[config.mk]
export PLATFORM = sky130hd
export DESIGN_NAME = bcd_counter_mux7
export DESIGN_NICKNAME = d
export VERILOG_FILES = /design/src/rtl/bcd_mux7_pkg.sv /design/src/rtl/seg7_bcd_decode.sv /design/src/rtl/bcd_counter_mux7.sv
export SDC_FILE = /design/constraint.sdc
export NUM_CORES = 1
export LEC_CHECK = 0
export CORE_ASPECT_RATIO = 1.2
export CORE_MARGIN = 3
export CORE_UTILIZATION = 25
export DETAILED_ROUTE_END_ITERATION = 8
export GPL_TIMING_DRIVEN = 0
export PLACE_DENSITY = 0.45
export SETUP_SLACK_MARGIN = 0.4
export SLEW_MARGIN = 5
export SYNTH_ARGS = -nofsm -noshare
export SYNTH_HDL_FRONTEND = slang
export SYNTH_SLANG_ARGS = --single-unit
export TNS_END_PERCENT = 30
[constraint.sdc]
create_clock -name clk -period 3.45 [get_ports clk]
set_input_delay 0.345 -clock clk [delete_from_list [all_inputs] [get_ports clk]]
set_output_delay 0.345 -clock clk [all_outputs]
set_load 0.005 [all_outputs]
[src/rtl/bcd_mux7_pkg.sv]
// Shared types and seven-segment constants for the multiplexed BCD counter.
package bcd_mux7_pkg;

  typedef logic [3:0] bcd_digit_t;

  // Segment order {g,f,e,d,c,b,a}, active-high
  localparam logic [6:0] SEG_0     = 7'h3F;
  localparam logic [6:0] SEG_1     = 7'h06;
  localparam logic [6:0] SEG_2     = 7'h5B;
  localparam logic [6:0] SEG_3     = 7'h4F;
  localparam logic [6:0] SEG_4     = 7'h66;
  localparam logic [6:0] SEG_5     = 7'h6D;
  localparam logic [6:0] SEG_6     = 7'h7D;
  localparam logic [6:0] SEG_7     = 7'h07;
  localparam logic [6:0] SEG_8     = 7'h7F;
  localparam logic [6:0] SEG_9     = 7'h6F;
  localparam logic [6:0] SEG_BLANK = 7'h00;

  // Clamp an out-of-range BCD code to 9
  function automatic bcd_digit_t bcd_sat(input bcd_digit_t d);
    return (d > 4'd9) ? 4'd9 : d;
  endfunction

endpackage

[src/rtl/seg7_bcd_decode.sv]
// Combinational BCD to seven-segment decode; non-BCD codes are blank.
module seg7_bcd_decode
  import bcd_mux7_pkg::*;
(
  input  bcd_digit_t digit,
  output logic [6:0] seg_c
);

  always_comb begin
    seg_c = SEG_BLANK;
    case (digit)
      4'd0:    seg_c = SEG_0;
      4'd1:    seg_c = SEG_1;
      4'd2:    seg_c = SEG_2;
      4'd3:    seg_c = SEG_3;
      4'd4:    seg_c = SEG_4;
      4'd5:    seg_c = SEG_5;
      4'd6:    seg_c = SEG_6;
      4'd7:    seg_c = SEG_7;
      4'd8:    seg_c = SEG_8;
      4'd9:    seg_c = SEG_9;
      default: seg_c = SEG_BLANK;
    endcase
  end

endmodule

[src/rtl/bcd_counter_mux7.sv]
// Prescaled up/down BCD counter with time-multiplexed seven-segment display.
// Optional BCD_LEADING_ZERO_BLANK_EN blanks zero digits above the most significant nonzero digit.
module bcd_counter_mux7
  import bcd_mux7_pkg::*;
#(
  parameter int unsigned NUM_DIGITS = 4,
  parameter int unsigned PRESCALE   = 1000,
  parameter int unsigned REFRESH    = 256
) (
  input  logic                    clk,
  input  logic                    rst_n,
  input  logic                    run,
  input  logic                    up_dn,
  input  logic                    load,
  input  logic [4*NUM_DIGITS-1:0] load_val,
  output logic [4*NUM_DIGITS-1:0] count_bcd,
  output logic                    wrap,
  output logic [NUM_DIGITS-1:0]   dig_sel,
  output logic [6:0]              seg
);

  localparam int unsigned CNT_W   = 4 * NUM_DIGITS;
  localparam int unsigned PRESC_W = $clog2(PRESCALE);
  localparam int unsigned REF_W   = $clog2(REFRESH);
  localparam int unsigned IDX_W   = (NUM_DIGITS > 1) ? $clog2(NUM_DIGITS) : 1;

  logic [PRESC_W-1:0]    presc_q, presc_d;
  logic [REF_W-1:0]      ref_q, ref_d;
  logic [IDX_W-1:0]      idx_q, idx_d;
  logic [CNT_W-1:0]      count_q, count_d;
  logic                  wrap_q, wrap_d;
  logic [NUM_DIGITS-1:0] dig_sel_q, dig_sel_d;
  logic [6:0]            seg_q, seg_d;

  logic       tick_c;
  logic       ref_last_c;
  logic       carry_c;
  bcd_digit_t dig_c;
  bcd_digit_t mux_digit_c;
  logic [6:0] dec_seg_c;

  assign tick_c     = run && (presc_q == PRESC_W'(PRESCALE - 1));
  assign ref_last_c = (ref_q == REF_W'(REFRESH - 1));

  // Prescaler: free-runs while run=1, cleared by load
  always_comb begin
    presc_d = presc_q;
    if (load || tick_c) presc_d = '0;
    else if (run)       presc_d = presc_q + PRESC_W'(1);
  end

  // Ripple carry/borrow across digits within one cycle; surviving carry is a full wrap
  always_comb begin
    count_d = count_q;
    carry_c = 1'b1;
    dig_c   = '0;
    for (int i = 0; i < int'(NUM_DIGITS); i++) begin
      dig_c = count_q[4*i +: 4];
      if (load) begin
        count_d[4*i +: 4] = bcd_sat(load_val[4*i +: 4]);
      end else if (tick_c && carry_c) begin
        if (up_dn) begin
          if (dig_c >= 4'd9) count_d[4*i +: 4] = 4'd0;
          else begin
            count_d[4*i +: 4] = dig_c + 4'd1;
            carry_c           = 1'b0;
          end
        end else begin
          if (dig_c == 4'd0) count_d[4*i +: 4] = 4'd9;
          else begin
            count_d[4*i +: 4] = dig_c - 4'd1;
            carry_c           = 1'b0;
          end
        end
      end
    end
    wrap_d = !load && tick_c && carry_c;
  end

  // Display slot rotation, independent of run
  always_comb begin
    ref_d = ref_last_c ? '0 : ref_q + REF_W'(1);
    idx_d = idx_q;
    if (ref_last_c) idx_d = (idx_q == IDX_W'(NUM_DIGITS - 1)) ? '0 : idx_q + IDX_W'(1);
    dig_sel_d = NUM_DIGITS'(1) << idx_d;
  end

  always_comb begin
    mux_digit_c = '0;
    for (int i = 0; i < int'(NUM_DIGITS); i++)
      if (idx_d == IDX_W'(i)) mux_digit_c = count_q[4*i +: 4];
  end

  seg7_bcd_decode u_decode (
    .digit (mux_digit_c),
    .seg_c (dec_seg_c)
  );

`ifdef BCD_LEADING_ZERO_BLANK_EN
  logic [NUM_DIGITS-1:0] lead_zero_c;
  logic                  above_zero_c;

  // lead_zero_c[i]: digit i and every digit above it are zero; digit 0 always shown
  always_comb begin
    lead_zero_c  = '0;
    above_zero_c = 1'b1;
    for (int i = int'(NUM_DIGITS) - 1; i >= 0; i--) begin
      above_zero_c   = above_zero_c && (count_q[4*i +: 4] == 4'd0);
      lead_zero_c[i] = above_zero_c;
    end
    lead_zero_c[0] = 1'b0;
    seg_d = (|(lead_zero_c & dig_sel_d)) ? SEG_BLANK : dec_seg_c;
  end
`else
  assign seg_d = dec_seg_c;
`endif

  always_ff @(posedge clk) begin
    if (!rst_n) begin
      presc_q   <= '0;
      ref_q     <= '0;
      idx_q     <= '0;
      count_q   <= '0;
      wrap_q    <= 1'b0;
      dig_sel_q <= NUM_DIGITS'(1);
      seg_q     <= SEG_0;
    end else begin
      presc_q   <= presc_d;
      ref_q     <= ref_d;
      idx_q     <= idx_d;
      count_q   <= count_d;
      wrap_q    <= wrap_d;
      dig_sel_q <= dig_sel_d;
      seg_q     <= seg_d;
    end
  end

  assign count_bcd = count_q;
  assign wrap      = wrap_q;
  assign dig_sel   = dig_sel_q;
  assign seg       = seg_q;

endmodule

# Yosys cells after proc, flatten, opt, wreduce, memory -nomap -nowiden
# Memories as Yosys holds them, arrays and structs flattened. A register that Yosys moved wholly into a read port is not among the register bits.
# Cells that the tools add are included.
# totals
regBits,41
mem_bits_ro,112
in_bits,21
out_inout_bits,28
elab_cells,107
memories,1
# mem_list
name,depth,width,rd,rd_clocked_by_memory_dff,wr,line_no,text
(name not given),16,7,1,1,0,seg7_bcd_decode.sv:11,case (digit)
# classes
addsub,11
n_lt_le_gt_ge,8
eq_ne,6
n_shift,1
muxes,50
n_bitwise,1
reduce_logical,20
# op_table
cell,count
2-to-1 mux 4 bit,28
2-to-1 mux 1 bit,20
"adder 4 x 1 -> 4 bit, second input constant",4
">= comparator 4 bit, second input constant",4
"greater-than comparator 4 bit, second input constant",4
zero test 4 bit,4
"subtractor 4 x 1 -> 4 bit, second input constant",4
"adder 10 x 1 -> 10 bit, second input constant",1
"equality test 10 bit, second input constant",1
"adder 8 x 1 -> 8 bit, second input constant",1
"equality test 8 bit, second input constant",1
nonzero test 2 bit,4
"equality test 2 bit, second input constant",3
logical AND 1 bit,6
2-to-1 mux 2 bit,2
OR reduction 2 bit,2
"left shift 1 x 2 -> 4 bit, first input constant",1
"adder 2 x 1 -> 2 bit, second input constant",1
"equality test 2 x 1 -> 1 bit, second input constant",1
zero test 1 bit,2
zero test 2 bit,1
logical OR 1 bit,1
inverter 1 bit,1

# Logic depth before layout (Yosys ltp)
# Gate-level depths: netlist of run 1.
# depth
depth_word,18
ltp_mapped,12
mapped_depth_nobuf,11

# Cells and area by module
# From an unflattened synthesis of run 1, not the netlist that was laid out.
# hier_totals
hier_cells,431
hier_area_um2,3433.3
# modules_own_cells
mod,instances,cells_each,area_per_inst_um2,seq_area_each_um2
bcd_counter_mux7,1,399,3203.1,960.9
seg7_bcd_decode,1,32,230.2,0.0

# Worst setup path after synthesis of run 1
# OpenSTA, ideal clock, no wires.
# synth_timing
path_kind,register to register
startpoint,register ref_q[0]
endpoint,register seg_q[6] (netlist: seg[6])
setup_time_ns,0.059
arrival_time_ns,2.438
required_time_ns,3.391
path_slack_ns,0.953
stages_incl_launch_ff,12
n_path_buf,1
period_less_slack_ns,2.497
path_cell_list,dfxtp_1 ha_1 and3_2 nand3_4 mux2i_2 buf_6 mux2i_1 mux2i_1 inv_1 ha_1 nor4_1 a31o_1
# synth_via
elab_chain_cells,7
# synth_lines
element,line_no,text
"start, declared",bcd_counter_mux7.sv:28,"logic [REF_W-1:0] ref_q, ref_d;"
"start signal, assigned",bcd_counter_mux7.sv:129,ref_q <= ref_d;
equality test 8 bit *,bcd_counter_mux7.sv:43,assign ref_last_c = (ref_q == REF_W'(REFRESH - 1));
2-to-1 mux 2 bit *,bcd_counter_mux7.sv:84,if (ref_last_c) idx_d = (idx_q == IDX_W'(NUM_DIGITS - 1)) ? '0 : idx_q + IDX_W'(1);
zero test 2 bit,bcd_counter_mux7.sv:91,if (idx_d == IDX_W'(i)) mux_digit_c = count_q[4*i +: 4];
2-to-1 mux 4 bit (3 in a row),bcd_counter_mux7.sv:91,
2-to-1 mux 4 bit *,bcd_counter_mux7.sv:91,
"end, declared",bcd_counter_mux7.sv:33,"logic [6:0] seg_q, seg_d;"
# Every way passes the cells marked *; elsewhere a longest branch is shown, timed or not.
# A chain may end at the register's enable or synchronous reset.

# Worst setup path in the final report of run 1
# Same ends and word-level chain as after synthesis.

==> results of run 1 <==
state kept, by name, indices dropped and copies added (netlist names):
| register | cells |
|---|---|
| count_bcd | 16 |
| presc_q | 10 |
| ref_q | 8 |
| seg | 7 |
| dig_sel | 4 |
| idx_q | 2 |
| wrap | 1 |
cell type report:
type                    instances  area (um2)  area share
clock inverters                 2        35.0     0.00885
inverters                      21        78.8      0.0199
multi-input cells             297        1970       0.498
plain buffers                  23         113      0.0284
flip-flops and latches         48         961       0.243
clock buffers                   6         129      0.0326
well taps                     161         201      0.0509
repair buffers                 47         470       0.119
worst reg2reg max path, cell delays in order (launching register included):
cell     delay [ps]
dfxtp_1         330
ha_1            220
and3_2          260
nand3_4         140
mux2i_2         290
buf_6           200
mux2i_1         100
mux2i_1         430
inv_1           140
ha_1            240
nor4_1          290
a31o_1          130
how the worst max path moves through the flow:
stage	depth (start not counted)	endpoint	slack, ps
CTS	11	count_bcd[15]	560
global placement	9	count_bcd[7]	340
finish	11	seg[6]	620
floorplan	11	seg[6]	950
detailed placement	9	count_bcd[7]	310
global route	9	count_bcd[7]	400
Yosys cell counts (3+ instances only):
cell      count
nand4_1       8
a21oi_1      31
a311o_1       3
buf_1         3
nor3_1        5
nand3b_1      3
a311oi_1      3
a31oi_1       7
and3_1        4
xor2_1        8
mux2i_1      14
dfxtp_1      48
clkbuf_1     12
ha_1         23
o21ai_0      24
and2_1        5
a21boi_0      3
nor2_1       58
nor4b_1       3
a211oi_1      3
xnor2_1       7
nand3_1      11
buf_2         5
inv_1        20
nand2_1      25
or3b_2        4
o22ai_1       3
per-layer routing:
layer	track usage	wire [um]
met1	0.164	3870
met4	0.0386	123
met5	0	0
met2	0.228	4330
met3	0.0231	369
stage by stage:
stage               cell area (um2)  setup WS, ps
floorplan                      3120           953
global placement               3790           342
detailed placement             3790           312
CTS                            3960           562
global route                   3960           403
finish                         3960           615
power by group:
part	total (mW)	switching [mW]	leakage (nW)	internal [mW]
clock	0.559	0.218	0.0808	0.341
combinational	0.251	0.133	1.07	0.118
sequential	0.594	0.0202	0.392	0.574
total	1.40	0.371	1.55	1.03
logic make-up after synthesis:
logic type      count (synthesis)  synth area share
simple gates                  140             0.224
compound gates                100             0.201
flops                          48             0.308
buf+inv                        44            0.0609
fa+ha+maj                      23            0.0922
mux                            19            0.0721
xor+xnor                       15            0.0421
==> metrics.txt, run 1 <==
crit share post-route 0.822; most frequent cells in the layout nor2_1 (58), dfxtp_1 (48), clkdlybuf4s50_1 (47); YS warnings 0; initial antenna violation count 0; post-layout util 0.325; WP data required ~3700 ps; Die W approximately 110 um; Primary FF master, synth dfxtp_1; Synth Net Count roughly 430; Worst R2R End seg[6]; final wirelength 8690 um; fin cells ~610; leakage approximately 1.5 nW; # resized after CTS 0; async set-reset flop share out of synthesis 0; HP Start rst_n; I/O pins just under 50; DP HPWL about 6400 um; Mapped Area about 0.0031 mm2; CTS max path bufs 2; crit-path cells ha_1 -> and3_2 -> nand3_4 -> mux2i_2 -> buf_6 -> mux2i_1 -> mux2i_1 -> inv_1 -> ha_1 -> nor4_1 -> a31o_1; Root Buffer clkbuf_16; routability cong. ~0.86; Crit path max-delay family multiplexers; Overflow after GRT 0; Max transition margin 0.539; Syn-to-layout area delta 26.8%; CTS sink cnt between 40 and 50; post-CTS setup buffer count 0; worst clock skew 8.85 ps; #FFs+latches synth 48; Max Clock Freq about 0.35 GHz; n_diodes 0; top cells by area, synth dfxtp_1 (31%), ha_1 (9.2%), nor2_1 (7.0%); hold_ws about 460 ps; syn avg cell area 8.03 um2; Core ar. around 0.012 mm2; vias per inst 4.86; Buf/Inv on CP 2; total track usage 0.131; die height between 100 and 150 um; commonest non-fill, non-tap cell in the layout nor2_1; Hold Buf Count CTS 0; # H-tree levels 2; hold worst-path end seg[1]; Final setup viols 0; status completed; Post-Synthesis Cells ~400; fin. max-slew vios 0; worst reg2reg path startpoint ref_q[0]; area share of the largest cell type after synthesis 0.308; Synth area leader dfxtp_1; site row count 44; Worst setup SP type flop; largest net degree at the start of global routing 15; Max-Cap Viols 0; CP max-delay cell mux2i_1; vias in the first global route a little under 3000; worst skew pair latency 290 ps; fillcell total about 1300; peak supply drop ~0.17 mV; Post-route DRC 0; Placed Cells between 500 and 600; first-pass GRT wire length ~15000 um; die area 0.0139 mm2; Crit. Startpoint ref_q[0]; Yosys cell types slightly above 60; antenna-violating nets left 0; min Tclk post-route 2830 ps; total number of vias ~3000; Slew @ Worst Pin around 690 ps; crit-path max FO 10; CTS Buf Count 5; critical path type reg2reg; port bufs 47; Worst Hold Class in2reg; R2R depth 11; Fin. Hold Viols 0; Post-synth EDFFs 0; post-synthesis sequential area ratio 0.308; WL/cell approximately 14 um; RSZ-0062 raised after global routing false; critical path endpoint category flop; post-route setup TNS 0 ps; PD cells approximately 350 mW/mm2; hold path cells 2; slowest stage delay, CP 430 ps; First-pass DRT Iterations 4; Total Nets Final approximately 490; Worst Path Arrival 3070 ps; CTS tree yes; layout cells sized above 1 0.0676; drt first-iter violations roughly 220; initial core utilization 0.257; clk slew on worst S/H paths 70 ps; flop-to-flop setup slack between 600 and 700 ps; Tot Pwr 1.40 mW
(Power assumes the default switching activity.)
==> run 2, diff against run 1 <==
Settings changed: PLACE_DENSITY 0.45 to 0.47.
Clock period 3.45 ns to 2.5 ns, I/O delays scaled along.
==> run 2 against run 1 <==
Routed wire length grew 5.0%. Maximum frequency is 21% higher. Critical path type unchanged. Global-route usage increased by 0.15 points. Critical endpoint is now seg[5]. Largest cell class unchanged. Via count increased by 4.9%. Combinational power increased by 77%. Largest power group unchanged.
==> metrics.txt, run 2 (synthesis results as in run 1) <==
vias in the first global route 2945 (+0.86%); Syn-to-layout area delta 48.1%; I/O pins 49 (unchanged); PD cells 440 mW/mm2 (+24%); final worst slack 165 ps (-450 ps); drt first-iter violations 84 (-61%); Worst Path Arrival 2500 ps (-570 ps); total track usage 0.132 (+0.00151); most frequent cells in the layout nor2_1 (56), clkdlybuf4s50_1 (46), dfxtp_1 (40); RSZ-0062 raised after global routing true; worst skew pair latency 290 ps (about the same); leakage 1.75 nW (+13%); status completed; Total Nets Final 520 (+6.8%); Core ar. 0.0122 mm2 (unchanged); min Tclk post-route 2330 ps (-500 ps); WL/cell 14.3 um (-0.47%); CTS Buf Count 5 (unchanged); Largest register FFs 16 (unchanged); Overflow after GRT 0 (unchanged); die height 128 um (unchanged); commonest non-fill, non-tap cell in the layout nor2_1; CTS sink cnt 48 (unchanged); Hold Buf Count CTS 0 (unchanged); largest net degree at the start of global routing 16 (+1); Final setup viols 0 (unchanged); initial antenna violation count 0 (unchanged); fin. max-slew vios 0 (unchanged); layout cells sized above 1 0.252 (+0.184); Worst setup SP type flop; antenna-violating nets left 0 (unchanged); Die W 108 um (unchanged); WP data required 2660 ps (-1020 ps); peak supply drop 0.261 mV (+50%); Place WS -525 ps (-837 ps); total number of vias 3085 (+4.9%); crit share post-route 0.934 (+0.112); worst clock skew 8.34 ps (-0.515 ps); n_diodes 0 (unchanged); Fin. Hold Viols 0 (unchanged); hold_ws 326 ps (-133 ps); port bufs 47 (unchanged); initial core utilization 0.257 (unchanged); Max transition margin 0.544 (+0.00535); first-pass GRT wire length 14600 um (+0.14%); DP HPWL 6540 um (+2.3%); die area 0.0139 mm2 (unchanged); Final Cell Area 0.00462 mm2 (+17%); CTS tree yes; crit-path max FO 8 (-2); clk slew on worst S/H paths 70 ps (about the same); Max Clock Freq 0.428 GHz (+21%); First-pass DRT Iterations 5 (+1); critical path endpoint category flop; CTS max path bufs 2 (unchanged); site row count 44 (unchanged); # H-tree levels 2 (unchanged); final wirelength 9120 um (+5.0%); placed instance area 0.00390 mm2 (+2.8%); critical path type reg2reg; Slew @ Worst Pin 684 ps (-8.02 ps); Root Buffer clkbuf_16; Max-Cap Viols 0 (unchanged); Worst Hold Class in2reg; vias per inst 4.84 (-0.50%); routability cong. 0.892 (+4.0%); Post-route DRC 0 (unchanged)
## run 2: worst max-delay path: stages (launching register included)
cell	delay, ps
dfxtp_4	360
ha_4	150
and3_4	150
nand3_4	100
mux2i_4	270
buf_12	180
mux2i_4	240
mux2i_4	130
buf_4	160
ha_2	190
mux2i_1	170
o21ai_0	90
## run 2: per-stage QoR
stage / TNS [ps] / cells / util / power, mW
after floorplan: 0 / 389 / - / 1.06
after global placement: -4160 / 597 / 0.321 / 1.20
final: 0 / 638 / 0.380 / 2.04
after global routing: 0 / 638 / 0.380 / 2.14
after detailed placement: -4560 / 597 / 0.321 / 1.20
after CTS: 0 / 626 / 0.359 / 2.03
## run 2: power breakdown
group	internal (mW)	total [mW]	switching, mW
clock	0.470	0.771	0.300
sequential	0.792	0.822	0.0303
combinational	0.221	0.444	0.222
total	1.48	2.04	0.553
## run 2: per-layer routing
| metal | vias up | share of wire | global-route usage |
|---|---|---|---|
| li1 | 1553 | - | - |
| met1 | 1443 | 0.43 | 0.164 |
| met2 | 76 | 0.51 | 0.238 |
| met3 | 13 | 0.047 | 0.0261 |
| met4 | 0 | 0.015 | 0.0260 |
| met5 | - | 0 | 0 |
## run 2: worst paths after layout
check                start        to  slack, ps  cells past startpoint
setup / recovery  ref_q[0]    seg[5]        170                     11
hold reg to reg   ref_q[0]  ref_q[0]        440                      1
hold / removal       rst_n    seg[1]        330                      2
setup reg to reg  ref_q[0]    seg[5]        170                     11
## run 2: cell type report
| class | instances | area (um2) |
|---|---|---|
| fill | 1231 | 7540 |
| clock buffer | 5 | 125 |
| clock inverter | 3 | 42.5 |
| inverter | 21 | 90.1 |
| timing repair buffer | 80 | 758 |
| buffer | 23 | 144 |
| sequential | 48 | 981 |
| multi-input combinational | 297 | 2280 |
| tap | 161 | 201 |
## run 2: timing repair
item                       CTS  global route
gates cloned                 0             1
buffers inserted            21            11
resized for setup           37            36
pin swaps                   13             9
setup endpoints to repair   24            33
==> run 3, diff against run 2 <==
Settings changed: ABC_AREA set to 0, CORE_UTILIZATION 25 to 49, PLACE_DENSITY 0.47 to 0.79.
==> run 3 against run 2 <==
Count of clock-buffer cells in the layout stayed put. Combinational power is 0.9% higher. Sequential cell count is the same. Critical endpoint is now seg[2].
==> metrics.txt, run 3 (synthesis results as in run 1) <==
status completed; layout cells sized above 1 0.233 (-0.0190); CP most frequent cell mux2i_1; Syn-to-layout area delta 40.7%; Root Buffer clkbuf_8; Max Clock Freq 0.419 GHz (-2.2%); Overflow after GRT 0 (unchanged); leakage 1.72 nW (-1.9%); slowest stage delay, CP 360 ps (about the same); CP max-delay cell dfxtp_2; RSZ-0062 raised after global routing true; Worst Hold Class in2reg; First-pass DRT Iterations 5 (unchanged); initial core utilization 0.513 (+0.256); clk slew on worst S/H paths 90 ps (+20 ps); I/O pins 49 (unchanged); Worst setup SP type flop; CTS sink cnt 48 (unchanged); PD cells 398 mW/mm2 (-9.5%); fin. max-slew vios 0 (unchanged); largest net degree at the start of global routing 16 (unchanged); Core ar. 0.00609 mm2 (-50%); port bufs 47 (unchanged); Total Nets Final 516 (-0.77%); antenna-violating nets left 0 (unchanged); Post-route DRC 0 (unchanged); total number of vias 3186 (+3.3%); placed instance area 0.00380 mm2 (-2.5%); critical path type reg2reg; die height 93.4 um (-27%); Placed Cells 518 (-13%); drt first-iter violations 168 (+100%); DP HPWL 5610 um (-14%); Slew @ Worst Pin 647 ps (-36.4 ps); worst clock skew 13.7 ps (+5.33 ps); min Tclk post-route 2390 ps (+51.7 ps); peak supply drop 0.363 mV (+39%); crit share post-route 0.955 (+0.0207); initial antenna violation count 0 (unchanged); first-pass GRT wire length 13900 um (-4.8%); Final setup viols 0 (unchanged); die area 0.00737 mm2 (-47%); Die W 78.9 um (-27%); final wirelength 8780 um (-3.7%); n_diodes 0 (unchanged); critical path endpoint category flop; worst skew pair latency 320 ps (+30 ps); Largest register FFs 16 (unchanged); commonest non-fill, non-tap cell in the layout nor2_1; crit-path cells ha_4 -> and3_4 -> nand3_4 -> mux2i_4 -> bufbuf_16 -> mux2i_1 -> mux2i_1 -> buf_4 -> a21oi_1 -> a311o_1; CTS max path bufs 2 (unchanged); CTS Buf Count 5 (unchanged); Fin. Hold Viols 0 (unchanged); Max transition margin 0.569 (+0.0243); WP data required 2700 ps (+40 ps); # H-tree levels 2 (unchanged); Worst Path Arrival 2590 ps (+90 ps); routability cong. 0.810 (-9.2%); total track usage 0.236 (+0.104); fin cells 555 (-13%); Final Cell Area 0.00439 mm2 (-5.0%); Max-Cap Viols 0 (unchanged); CTS tree yes; most frequent cells in the layout nor2_1 (58), clkdlybuf4s50_1 (46), dfxtp_1 (39); crit-path max FO 10 (+2); WL/cell 15.8 um (+11%); site row count 31 (-30%); vias in the first global route 3041 (+3.3%); vias per inst 5.74 (+19%)
run 3: critical path: cells and delay by family (launching register included):
family                     cells  cell delay [ps]
AOI/OAI and AO/OA              2              360
adders and majority gates      1              140
buffers and inverters          2              500
DFF                            1              360
muxes                          3              590
and+or+nand+nor                2              310
run 3: final cells by class:
class | instances | area (um2)
Multi-Input combinational cell | 297 | 2260
Fill cell | 483 | 1700
Sequential cell | 48 | 977
Timing Repair Buffer | 76 | 736
Buffer | 23 | 139
Tap cell | 82 | 103
Inverter | 21 | 90.1
Clock buffer | 5 | 68.8
Clock inverter | 3 | 18.8
run 3: where the power goes:
group	internal [mW]	total, mW	leakage, nW	switching (mW)
Sequential	0.792	0.819	0.395	0.0268
Combinational	0.223	0.448	1.28	0.225
Clock	0.196	0.484	0.0479	0.288
Total	1.21	1.75	1.72	0.540
run 3: layer usage:
layer,vias to the layer above,track usage,wire length [um]
li1,1546,-,-
met1,1491,0.268,3360
met2,133,0.425,4600
met3,16,0.0491,657
met4,0,0.100,164
met5,-,0,0
run 3: repair_timing:
action | CTS | global route
hold buffers | 0 | 0
cloned | 2 | 0
resized for setup | 44 | 22
setup endpoints to repair | 24 | 24
setup buffers | 23 | 4
pin swaps | 13 | 7
run 3: path summary, 6_finish.rpt:
kind	start	slack, ps	cells after the start	endpoint
min	rst_n	320	2	seg[1]
max reg2reg	ref_q[0]	110	10	seg[2]
max	ref_q[0]	110	10	seg[2]
min reg2reg	presc_q[9]	520	2	presc_q[9]
run 3: per-stage QoR:
stage	setup WS (ps)	setup TNS [ps]	total power, mW	hold slack, ps	util
floorplan	231	0	1.06	387	-
global placement	-339	-2330	1.18	433	0.624
detailed placement	-350	-2430	1.20	439	0.624
CTS	170	0	1.72	310	0.702
global route	33.9	0	1.84	329	0.721
finish	114	0	1.75	317	0.721
==> patch 1: new RTL, config.mk and constraints of run 2 <==
The option `BCD_LEADING_ZERO_BLANK_EN` is turned on by a define.
--- a/src/rtl/bcd_counter_mux7.sv
+++ b/src/rtl/bcd_counter_mux7.sv
@@ -1,5 +1,7 @@
 // Prescaled up/down BCD counter with time-multiplexed seven-segment display.
 // Optional BCD_LEADING_ZERO_BLANK_EN blanks zero digits above the most significant nonzero digit.
+`define BCD_LEADING_ZERO_BLANK_EN
+
 module bcd_counter_mux7
   import bcd_mux7_pkg::*;
 #(
Check against the original RTL: no difference found for any inputs over 10 cycles, from zero or initial values and one cycle with rst_n low; that may be too few to reach the edited logic, so the function may still have changed.
==> patch 1 against run 2 <==
- sequential cell count did not move
- total power rose by 6.0%
- first-iteration DRC count rose by 92%
- setup slack got worse by 0.10 ns
- count of clock-buffer cells in the layout did not move
- final area rose by 4.7%
- via count rose by 10%
- die area rose by 9.1%
- wire length rose by 14%
- critical path depth did not move
- synthesized area rose by 9.6%
==> patch 1: results (changes against run 2) <==
Final #Nets 541 (+4.0%); synth cell count leaders nor2_1, dfxtp_1, a21oi_1, nand2_1, inv_1; CP peak stage delay 0.42 ns (+0.06 ns); reg2reg setup slack 0.06 ns (-0.10 ns); peak supply drop 0.244 mV (-6.7%); CP max stage cell or4_4; vias per inst 5.10 (+5.5%); Fin Clk Skew 0.00902 ns (+0.000684 ns); Slew HR 57.2% (+2.8 points); sequential cell power 0.826 mW (+0.5%); syn_nets 462 (+6.7%); largest net degree at the start of global routing 15 (-1); worst-path fanout max 6 (-2); dpl cells 633 (+6.0%); status completed; top post-synthesis cells by area dfxtp_1, ha_1, nor2_1; number of global-route vias before repair 3292 (+12%); share of cells above drive strength 1 23.3% (-1.9 points); synth unique cells 82 (+32%); met2 usage 23.9% (+0.15 points); M3 GR Usage 2.21% (-0.40 points); drt initial violations 161 (+92%); post-synthesis sequential area ratio 28.1% (-2.7 points); first-pass GRT wire length 16800 um (+15%); worst min path class flip-flop to flip-flop; PortBufs 46 (-2.1%); clock group power 0.864 mW (+12%); Top pwr grp clock
-- patch 1: cell types whose count changed in the layout (fill, tap and decap cells not counted), sizes merged, moves of 4 or more --
cell	run 2	this run
buf	44	33
mux2i	17	7
o21ai	25	17
nor2	59	52
nand2	25	31
nand2b	1	7
inv	20	24
nor3	5	9
-- patch 1: metrics by stage --
stage | TNS [ns] | utilization, % | power [mW] | area, sq um
2_1_floorplan | 0 | - | 1.09 | 3540
3_3_place_gp | -0.927 | 31.6 | 1.24 | 4210
3_5_place_dp | -1.10 | 31.6 | 1.25 | 4210
4_1_cts | 0 | 36.0 | 2.18 | 4790
5_1_grt | 0 | 36.4 | 2.26 | 4840
6_report | 0 | 36.4 | 2.16 | 4840
-- patch 1: layer usage --
metal	share of wire [%]	vias up
met3	4.1	11
met2	51	74
li1	-	1691
met1	44	1623
met4	1.3	0
met5	0	-
-- patch 1: worst max-delay path by stage --
| stage | to | slack, ns | cells past startpoint |
|---|---|---|---|
| 5_1_grt | seg[3] | 0.002 | 11 |
| 4_1_cts | seg[4] | 0.06 | 11 |
| 2_1_floorplan | seg[4] | 0.20 | 11 |
| 6_report | seg[3] | 0.06 | 11 |
| 3_5_place_dp | count_bcd[15] | -0.23 | 9 |
| 3_3_place_gp | count_bcd[15] | -0.23 | 9 |
-- patch 1: timing repair --
action                     CTS  global route
buffers inserted            23             3
setup endpoints to repair   33            22
pin swaps                   22             2
hold buffers                 0             0
resized for setup           50            15
-- patch 1: layout make-up --
| type | count | area [sq um] | share of cell area, % |
|---|---|---|---|
| Multi-Input combinational cell | 324 | 2550 | 52.7 |
| Timing Repair Buffer | 72 | 667 | 13.8 |
| Buffer | 21 | 139 | 2.87 |
| Clock buffer | 5 | 125 | 2.58 |
| Clock inverter | 2 | 60.1 | 1.24 |
| Inverter | 26 | 101 | 2.09 |
| Sequential cell | 48 | 986 | 20.4 |
| Tap cell | 168 | 210 | 4.34 |
-- patch 1: cells by family (layout without fill, tap and decap cells) --
group                    count (synthesis)  after routing  share of synthesized area [%]
AO/OA/AOI/OAI                          124            124                           26.7
buffers and inverters                   47            126                           6.33
AND/OR/NAND/NOR                        155            155                           24.5
adder cells (fa/ha/maj)                 22             22                           8.04
flip-flops                              48             48                           28.1
XOR/XNOR                                15             15                           3.84
multiplexers                             8              8                           2.49
-- patch 1: worst register-to-register path: stages (launching register included) --
cell and delay (ns):
dfxtp_4 0.36, ha_4 0.16, and4_4 0.24, buf_8 0.14, nand2_8 0.06, or4_4 0.42
o221ai_2 0.09, a21oi_2 0.10, buf_4 0.16, ha_4 0.20, or2b_1 0.21, a31o_1 0.20
==> patch 2: new RTL, config.mk and constraints of run 2 <==
Made on the original files. Make the reset (`rst_n`) asynchronous in one clocked block.
--- a/src/rtl/bcd_counter_mux7.sv
+++ b/src/rtl/bcd_counter_mux7.sv
@@ -115,7 +115,7 @@
   assign seg_d = dec_seg_c;
 `endif
 
-  always_ff @(posedge clk) begin
+  always_ff @(posedge clk or negedge rst_n) begin
     if (!rst_n) begin
       presc_q   <= '0;
       ref_q     <= '0;
Behaviour: differs if rst_n is asserted again (counterexample within 4 cycles, from zero or initial values and one cycle with rst_n low); with rst_n held inactive, the same outputs for 10 cycles.
==> patch 2 against run 2 <==
- wire length grew 7.0%
- maximum frequency grew 7.0%
- non-clock buffer count grew 2
- highest routed layer unchanged
- final area grew 9.1%
- setup slack gained 0.15 ns
- total power grew 19%
- die area grew 13%
- synthesized area grew 13%
- critical endpoint is now seg[2]
- sequential cell count is the same
- synthesized cell count grew 1.0%
==> patch 2: results (changes against run 2) <==
number of global-route vias before repair 3286 (+12%); maximum clock path buffer count 2 (unchanged); asr flop ratio synth 100% (+100 points); vias per inst 4.95 (+2.3%); Slew HR 64.5% (+10 points); Mapped Cells 393 (+1.0%); TritonRoute pass-1 iters 6 (+1); Final #Nets 531 (+2.1%); Reg clk slew, reported paths 0.06 ns; drt initial violations 81 (-3.6%); share of cells above drive strength 1 27.9% (+2.7 points); count leader, synth dfrtp_1; worst min path class input port to async pin; grt ovf 0 (unchanged); Root Driver clkbuf_16; diode count 0 (unchanged); Post-Place Worst Slack -0.0522 ns (+0.473 ns); Critical Path AT 2.40 ns (-0.10 ns); Synth Warn # 0 (unchanged); Pleak 2.04 nW (+16%); status completed; r2r worst-path depth 10 (-1); CTS Buf Count 5 (unchanged); peak supply drop 0.291 mV (+11%); Fin Clk Skew 0.00709 ns (-0.00124 ns); Clock H-tree levels 2 (unchanged); GRT Overall Usage 13.0% (-0.25 points); average wire per cell in the routed design 14.9 um (+4.1%); syn_nets 437 (+0.92%); synth cell count leaders dfrtp_1, nor2_1, nand2_1; Reg2Reg Capture Point seg[2]; antenna violations before repair 0 (unchanged); max reg flops 16 (unchanged); ys flop type dfrtp_1; DP Wirelength 7080 um (+8.3%); first-pass GRT wire length 16300 um (+11%); PortBufs 48 (+2.1%); worst-path fanout max 6 (-2); largest net degree at the start of global routing 28 (+12); reg2reg setup slack 0.32 ns (+0.15 ns); end of the critical path seg[2]; CP Launch Point ref_q[0]; synth unique cells 68 (+9.7%); post-synthesis sequential area ratio 34.2% (+3.4 points); clock latency on the worst-skew pair 0.30 ns; Final Critical Period 2.18 ns (-0.153 ns); top post-synthesis cells by area dfrtp_1, ha_1, dfstp_2; RePlAce Congestion 0.808 (-9.4%)
[patch 2: changes by cell type after synthesis, sizes merged, moves of 5 or more]
cell / run 2 / this run
dfxtp: 48 / 0
dfrtp: 0 / 41
nor2: 59 / 40
a21oi: 31 / 15
nand2: 25 / 38
nand2b: 1 / 9
buf: 11 / 4
dfstp: 0 / 7
o22ai: 3 / 8
o31ai: 1 / 6
[patch 2: routing by layer]
metal  vias to the layer above  global-route usage, %  wire length (um)
li1                       1608                      -                 -
met2                        66                   23.1              5050
met3                        11                   2.00               362
met4                         0                   4.88               232
met5                         -                      0                 0
met1                      1561                   15.5              4130
[patch 2: area by class of cell]
| class | instances | area, sq um |
|---|---|---|
| Fill cell | 1370 | 8480 |
| Multi-Input combinational cell | 305 | 2410 |
| Sequential cell | 48 | 1230 |
| Timing Repair Buffer | 87 | 802 |
| Tap cell | 168 | 210 |
| Clock buffer | 6 | 129 |
| Buffer | 18 | 116 |
| Inverter | 22 | 92.6 |
| Clock inverter | 2 | 60.1 |
[patch 2: cell families (layout without fill, tap and decap cells)]
family	Yosys count	in the layout	share of synthesized area (%)
multiplexers	21	21	8.10
buffers and inverters	40	135	4.42
adder cells (fa/ha/maj)	23	23	8.14
AND/OR/NAND/NOR	146	146	22.1
XOR/XNOR	15	15	3.72
AO/OA/AOI/OAI	100	100	19.3
flip-flops	48	48	34.2
[patch 2: worst max-delay path, cell delays in order (launching register included)]
cell,delay (ns)
dfrtp_2,0.43
ha_4,0.19
nand3_4,0.12
nor2_8,0.06
buf_6,0.13
a211o_4,0.33
mux2_4,0.33
inv_4,0.10
ha_4,0.12
nand2_1,0.04
mux2_4,0.27
[patch 2: power breakdown]
part	switching [mW]	internal (mW)
clock network	0.311	0.574
registers	0.0433	0.837
logic	0.325	0.331
[patch 2: worst min path at each step]
stage | slack (ns) | end | cells past startpoint | start
2_1_floorplan | -0.05 | count_bcd[0] | 0 | rst_n
3_3_place_gp | 0.52 | ref_q[0] | 1 | ref_q[0]
3_5_place_dp | 0.27 | seg[6] | 1 | rst_n
4_1_cts | 0.50 | seg[6] | 2 | rst_n
5_1_grt | 0.53 | seg[6] | 2 | rst_n
6_report | 0.46 | seg[6] | 2 | rst_n
[patch 2: what timing repair did]
item | 4_1_cts | 5_1_grt
resized for setup | 64 | 20
hold endpoints to repair | 16 | 0
gates cloned | 0 | 0
endpoints found under the setup margin | 21 | 21
hold buffers | 1 | 0
buffers inserted | 31 | 6
pin swaps | 10 | 7
[patch 2: per-stage QoR]
step / utilization [%] / cells / instance area, sq um
after floorplan: - / 393 / 3570
after global placement: 31.5 / 609 / 4260
after detailed placement: 31.6 / 610 / 4270
after CTS: 36.3 / 650 / 4910
after global routing: 37.3 / 656 / 5040
final: 37.3 / 656 / 5040
